File: src/rtl/uart_input_buffer_pkg.sv
// Shared types and constants for the UART input byte buffer.
package uart_input_buffer_pkg;

    localparam int UART_WORD_BYTES = 4;

    typedef logic [7:0]  uart_byte_t;
    typedef logic [31:0] word_t;

    // The first-received byte lands in the most significant position.
    function automatic word_t pack_word(input uart_byte_t b0, input uart_byte_t b1,
                                        input uart_byte_t b2, input uart_byte_t b3);
        return {b0, b1, b2, b3};
    endfunction

endpackage

File: src/rtl/uart_byte_fifo_ram.sv
// Byte storage for the UART input buffer: one synchronous write port and
// four asynchronous read ports so a whole word can be read in one cycle.
module uart_byte_fifo_ram
    import uart_input_buffer_pkg::*;
#(
    parameter int DEPTH_LOG2 = 4
) (
    input  logic                  clk,
    input  logic                  wr_en,
    input  logic [DEPTH_LOG2-1:0] wr_addr,
    input  logic [7:0]            wr_data,
    input  logic [DEPTH_LOG2-1:0] rd_addr [UART_WORD_BYTES],
    output logic [7:0]            rd_data [UART_WORD_BYTES]
);

    localparam int DEPTH = 1 << DEPTH_LOG2;

    uart_byte_t mem [DEPTH];

    always_ff @(posedge clk) begin
        if (wr_en) begin
            mem[wr_addr] <= wr_data;
        end
    end

    always_comb begin
        for (int i = 0; i < UART_WORD_BYTES; i++) begin
            rd_data[i] = mem[rd_addr[i]];
        end
    end

endmodule

File: src/rtl/uart_input_buffer.sv
// Byte FIFO between UART RX and the read-instruction consumer; presents words or bytes.
// Optional feature: define UART_INPUT_DROP_COUNT_EN to add a saturating drop_count output.
module uart_input_buffer
    import uart_input_buffer_pkg::*;
#(
    parameter int DEPTH_LOG2 = 4
) (
    input  logic                  clk,
    input  logic                  reset,
    input  logic                  rx_valid,
    input  logic [7:0]            rx_byte,
    input  logic                  byte_mode,
    input  logic                  input_take,
    output logic                  input_ready,
    output logic [31:0]           input_data,
    output logic [DEPTH_LOG2:0]   count,
    output logic                  overflow
`ifdef UART_INPUT_DROP_COUNT_EN
    ,
    output logic [15:0]           drop_count
`endif
);

    localparam int                DEPTH  = 1 << DEPTH_LOG2;
    localparam logic [DEPTH_LOG2:0] FULL_C = (DEPTH_LOG2 + 1)'(DEPTH);
    localparam logic [DEPTH_LOG2:0] WORD_C = (DEPTH_LOG2 + 1)'(UART_WORD_BYTES);
    localparam logic [DEPTH_LOG2:0] ONE_C  = (DEPTH_LOG2 + 1)'(1);

    logic [DEPTH_LOG2-1:0] rd_ptr;
    logic [DEPTH_LOG2-1:0] wr_ptr;
    logic                  push;
    logic                  drop;
    logic [DEPTH_LOG2:0]   pop_amount;
    logic [DEPTH_LOG2-1:0] rd_addr [UART_WORD_BYTES];
    uart_byte_t            rd_data [UART_WORD_BYTES];

    uart_byte_fifo_ram #(
        .DEPTH_LOG2(DEPTH_LOG2)
    ) u_ram (
        .clk    (clk),
        .wr_en  (push),
        .wr_addr(wr_ptr),
        .wr_data(rx_byte),
        .rd_addr(rd_addr),
        .rd_data(rd_data)
    );

    // Full check uses the pre-pop count, so a full FIFO drops even when popping.
    always_comb begin
        push        = rx_valid && (count < FULL_C);
        drop        = rx_valid && !push;
        input_ready = byte_mode ? (count != '0) : (count >= WORD_C);
        pop_amount  = '0;
        if (input_take && input_ready) begin
            pop_amount = byte_mode ? ONE_C : WORD_C;
        end
    end

    always_comb begin
        for (int i = 0; i < UART_WORD_BYTES; i++) begin
            rd_addr[i] = rd_ptr + DEPTH_LOG2'(i);
        end
        input_data = '0;
        if (input_ready) begin
            input_data = byte_mode ? {24'b0, rd_data[0]}
                                   : pack_word(rd_data[0], rd_data[1], rd_data[2], rd_data[3]);
        end
    end

    always_ff @(posedge clk or posedge reset) begin
        if (reset) begin
            rd_ptr   <= '0;
            wr_ptr   <= '0;
            count    <= '0;
            overflow <= 1'b0;
        end else begin
            if (push) begin
                wr_ptr <= wr_ptr + DEPTH_LOG2'(1);
            end
            rd_ptr <= rd_ptr + pop_amount[DEPTH_LOG2-1:0];
            count  <= count + {{DEPTH_LOG2{1'b0}}, push} - pop_amount;
            if (drop) begin
                overflow <= 1'b1;
            end
        end
    end

`ifdef UART_INPUT_DROP_COUNT_EN
    always_ff @(posedge clk or posedge reset) begin
        if (reset) begin
            drop_count <= '0;
        end else if (drop && (drop_count != 16'hFFFF)) begin
            drop_count <= drop_count + 16'd1;
        end
    end
`endif

endmodule
File: config.mk
export PLATFORM = sky130hd
export DESIGN_NAME = uart_input_buffer
export DESIGN_NICKNAME = d
export VERILOG_FILES = /design/src/rtl/uart_input_buffer_pkg.sv /design/src/rtl/uart_byte_fifo_ram.sv /design/src/rtl/uart_input_buffer.sv
export SDC_FILE = /design/constraint.sdc
export NUM_CORES = 1
export LEC_CHECK = 0
export CORE_MARGIN = 4
export CORE_UTILIZATION = 40
export DETAILED_ROUTE_END_ITERATION = 16
export DONT_BUFFER_PORTS = 1
export GPL_ROUTABILITY_DRIVEN = 0
export PLACE_DENSITY = 0.63
export SYNTH_ARGS = -nofsm -noshare
export SYNTH_HDL_FRONTEND = slang
export SYNTH_SLANG_ARGS = --single-unit
File: constraint.sdc
create_clock -name clk -period 4 [get_ports clk]
set_input_delay 0.6 -clock clk [delete_from_list [all_inputs] [get_ports clk]]
set_output_delay 0.6 -clock clk [all_outputs]
set_load 0.02 [all_outputs]
* Word-level counts from Yosys, hierarchy flattened
Memories as Yosys holds them, arrays and structs flattened.
Cells that the tools add are included.
** Word-level totals
- Memory bits (writable) :: 128
- Latch bits :: 0
- Bits in registers :: 14
- Input port bits :: 13
- Bits in read-only memories :: 0
- Memories kept :: 1
- Output and inout bits :: 39
** Memories
- u_ram.mem :: depth 16, bits a word 8, rd ports 4, clocked after Yosys merged registers in 0, write ports 1, line uart_byte_fifo_ram.sv:18 : uart_byte_t mem [DEPTH];
** Cells by class
- Muxes and demuxes :: 7
- $add $sub $neg :: 7
- Div/mod/pow operators :: 0
- Shifts and indexed selects :: 0
- Equality and inequality tests :: 0
- Order comparisons :: 2
- Multipliers :: 0
- Reductions and logical operators :: 5
- Bitwise operators :: 0
** Operator list (count)
- $mux 32 :: 2
- $add 4x1->4 const B :: 2
- $add 4x2->4 const B :: 2
- $mux 3 :: 2
- $add 5x1->5 :: 1
- $ge 5x3->1 const B :: 1
- $lt 5x5->1 const B :: 1
- $reduce_bool 5->1 :: 1
- $sub 5x5->5 :: 1
- $add 4x4->4 :: 1
- $logic_and 1x1->1 :: 3
- $mux 1 :: 3
- $logic_not 1->1 :: 1

* Longest topological paths before layout
- Depth after elaboration :: 5
- Mapped depth :: 12
- Mapped depth without buffers :: 11

* Hierarchy
Synthesis repeated with hierarchy kept, for this count alone.
** Second synthesis, totals
- Cells, all modules :: 548
- Area, all modules :: 9177.6 sq um
** Modules (own cells, without submodules)
- uart_byte_fifo_ram :: times used 1, area each 8044.0 sq um, seq. area each 3843.7 sq um, cells each 431
- uart_input_buffer :: times used 1, area each 1133.6 sq um, seq. area each 350.3 sq um, cells each 117

* Worst setup path before layout
Ideal clock, no wire load.
- Path kind :: register to output
- From :: register rd_ptr[1]
- To :: output input_data[1]
- Path buffers :: 5
- Cell stages (with the launch flop) :: 12
- Setup slack :: 286 ps
- Arrival time :: 3114 ps
- Path through :: dfrtp_1 -> buf_4 -> buf_6 -> buf_2 -> inv_1 -> ha_1 -> buf_4 -> buf_2 -> mux4_2 -> nand2_1 -> a32o_1 -> a2111oi_1
** On the way
- Cells in the longest elaborated chain, start to end :: 4
** Ends and longest elaborated chain
- start, declared :: line uart_input_buffer.sv:29 : logic [DEPTH_LOG2-1:0] rd_ptr;
- start signal, assigned :: line uart_input_buffer.sv:80 : rd_ptr <= rd_ptr + pop_amount[DEPTH_LOG2-1:0];
- $add 4x2->4 :: line uart_input_buffer.sv:61 : rd_addr[i] = rd_ptr + DEPTH_LOG2'(i);
- $mem_v2 16x8 (*)
- $mux 32 (*) :: line uart_input_buffer.sv:65 : input_data = byte_mode ? {24'b0, rd_data[0]}
- $mux 32 (*) :: line uart_input_buffer.sv:64 : if (input_ready) begin
- end, declared :: line uart_input_buffer.sv:15 : output logic [31:0] input_data,
Every way passes the cells marked *; elsewhere a longest branch is shown, timed or not.

* Worst setup path after layout
- From :: register rd_ptr[1]
- To :: output input_data[2]
The elaborated chain is that of the path after synthesis.

==> run metrics <==
Initial Util 0.4073; Critical path buffers and inverters 3; core area 0.02271 mm2; peak supply drop 0.5867 mV; Total Wirelength roughly 26000 um; met3 Usage GRT 0.06142; Slowest cell on crit path a2111oi_1; Tot Pwr 9.945 mW; met1 GRT Util 0.2437; Synth area leaders edfxtp_1 (42%), mux4_2 (28%), mux2i_1 (4.0%), dfrtp_1 (3.8%), a211oi_1 (3.0%); met2 Use GR 0.3397; slew of the pin with the lowest slew margin 1174 ps; Vias 5962; TritonCTS clock tree yes; DP Wirelength 17590 um; multi-input logic area 0.004707 mm2; Slew headroom 0.2137; drt pass-1 iters 5; IO Pins 52; CP arrival 3310 ps; wire per inst 27.81 um; Yosys top cell by area edfxtp_1; Synth-to-Final Area Change 11.97%; hold buffer count at cts 0; Post-Syn Nets 624; ys async rst share 0.09859; setup tns final 0 ps; top cell type's share of synthesized area 0.4155; FF-to-FF path depth 11; Max Freq 0.2558 GHz; Reg clk slew, reported paths 60 ps; crit-path leading delay family compound AO/OA/AOI/OAI gates; Worst EP required 3400 ps; Post-route DRC 0; initial antenna violation count 0; storage element area 0.004202 mm2; pins over their slew limit 0; vias in the first global route between 6000 and 7000; Distinct cells, synth 42; Die Width 160.1 um; Main synth FF type edfxtp_1; Layout Cells excl Fill between 900 and 1000; Site Rows 55; drt first-iter violations 549; share of cells above drive strength 1 0.3654; final hold viol count 0; Hold WC Path Type in2async; Post-Synthesis Cells 594; clk_lat worst skew between 400 and 500 ps; DP Cell Count 885; port bufs 0; clock tree buffer depth 2; Startpoint Class flip-flop; Pleak 3.589 nW; CP most frequent cell buf_4; flops & latches, synth 142; r2r setup slk between 900 and 1000 ps; Syn Area/Cell 15.57 um2; Root Buffer clkbuf_16; pin count of the biggest net entering global routing 72; synthesized area 0.009250 mm2; Final period util 0.9775; clk sinks 142; Worst Clk Skew 9.898 ps; die height 160.1 um; status completed; Tmin final 3910 ps; Antenna diodes 0; max incr delay on CP 530 ps; CP max FO 9; Synth Warn # 0; GRT overflow 0; GRT Util Overall 0.2025; final setup fails 0; Critical R2R Capture count[4]$_DFF_PP0_; Nets roughly 650; Worst Setup End Kind primary output; Vias per Instance 6.480; Post-DRT Antenna Nets 0; CTS Buf Count 17; H-Tree Depth 4; reg2reg start count[4]$_DFF_PP0_; pwr/cell area 960.2 mW/mm2; busiest layer in global routing met2; register area share after synthesis 0.4534; Critical Path, Cell by Cell clkinvlp_4 -> ha_1 -> a21oi_2 -> xnor2_1 -> and2_0 -> a32o_1 -> a2111oi_1 -> buf_4 -> buf_4; number of max-cap violations 0; RSZ-0062 raised after global routing false; critical path type reg2out; EDFF count, synth between 100 and 150; Fillers 1930; first-pass GRT wire length 38540 um; die area 0.02562 mm2
-- metal layers --
metal / vias to the layer above / share of wire
met5: - / 0
met4: 0 / 0.042
met3: 56 / 0.086
met2: 315 / 0.50
met1: 3076 / 0.37
li1: 2515 / -
-- what timing repair did --
item / CTS / global route
pin swaps: 1 / 0
setup buffers: 3 / 0
resized for setup: 2 / 1
endpoints found under the setup margin: 6 / 3
-- cells in the final DEF (no fill, tap or decap), drive strengths merged, types with 5 or more instances in the layout --
cell / Yosys / final
edfxtp: 128 / 128
mux4: 116 / 116
buf: 37 / 55
nand2: 46 / 46
mux2i: 37 / 37
a211oi: 37 / 37
and2: 25 / 25
inv: 17 / 24
nor2: 22 / 22
clkbuf: 9 / 19
ha: 16 / 16
mux2: 15 / 15
dfrtp: 14 / 14
xnor2: 12 / 12
nor2b: 10 / 10
o22ai: 7 / 7
a221o: 7 / 7
a32o: 7 / 7
a2111oi: 7 / 7
o21ai: 5 / 5
-- logic make-up (layout without fill, tap and decap cells) --
kind of cell / count (synthesis) / after routing / synth area share
flops: 142 / 142 / 0.4534
fa+ha+maj: 17 / 17 / 0.02381
buf+inv: 63 / 104 / 0.04193
compound gates: 79 / 79 / 0.06777
mux: 168 / 168 / 0.3407
simple gates: 110 / 110 / 0.05654
xor+xnor: 15 / 15 / 0.01583
-- where the power goes --
group / switching [mW] / internal, mW / total (mW) / leakage, nW
clock network: 0.631 / 0.939 / 1.57 / 0.300
logic: 3.36 / 3.01 / 6.37 / 1.98
registers: 0.222 / 1.79 / 2.01 / 1.31
-- synth_stat cells (13+ instances only) --
master	count
a211oi_1	37
and2_1	23
buf_2	13
buf_6	13
dfrtp_1	14
edfxtp_1	128
ha_1	16
inv_1	17
mux2_2	15
mux2i_1	37
mux4_2	116
nand2_1	46
nor2_1	22
-- cell type report --
type | instances | share of cell area
sequential | 142 | 0.4057
multi-input combinational | 389 | 0.4545
tap | 285 | 0.03443
clock buffer | 19 | 0.04590
timing repair buffer | 55 | 0.04144
clock inverter | 13 | 0.01160
inverter | 17 | 0.006523
-- sequential cells by signal (all words and copies together) (netlist names) --
register / cells
wr_ptr: 4
overflow: 1
u_ram.mem: 128
rd_ptr: 4
count: 5
-- how the worst max path moves through the flow --
stage	start	endpoint	cells after the start
after global placement	rd_ptr[1]$_DFF_PP0_	input_data[16]	7
after global routing	rd_ptr[1]$_DFF_PP0_	input_data[2]	9
after CTS	rd_ptr[1]$_DFF_PP0_	input_data[2]	8
after detailed placement	rd_ptr[1]$_DFF_PP0_	input_data[16]	7
after floorplan	rd_ptr[1]$_DFF_PP0_	input_data[1]	11
final	rd_ptr[1]$_DFF_PP0_	input_data[2]	9
-- worst reg2reg max path, delay by kind of cell (launching register included) --
| family | cells | cell delay, ps |
|---|---|---|
| DFF | 1 | 510 |
| xor gates and xnor gates | 1 | 170 |
| AOI/OAI and AO/OA | 3 | 830 |
| and+or+nand+nor | 3 | 920 |
| buffers and inverters | 2 | 130 |
| adders and majority gates | 2 | 400 |
-- stage by stage --
step / util / hold slack, ps / cell area (um2) / worst slack (ps)
2_1_floorplan: - / 489.2 / 9250 / 285.7
3_3_place_gp: 0.4282 / 515.6 / 9724 / 376.0
3_5_place_dp: 0.4282 / 522.5 / 9724 / 325.1
4_1_cts: 0.4558 / 128.2 / 10350 / 44.91
5_1_grt: 0.4561 / 162.7 / 10360 / 9.677
6_report: 0.4561 / 125.5 / 10360 / 90.13
No activity file was read; power rests on OpenSTA's default activity.
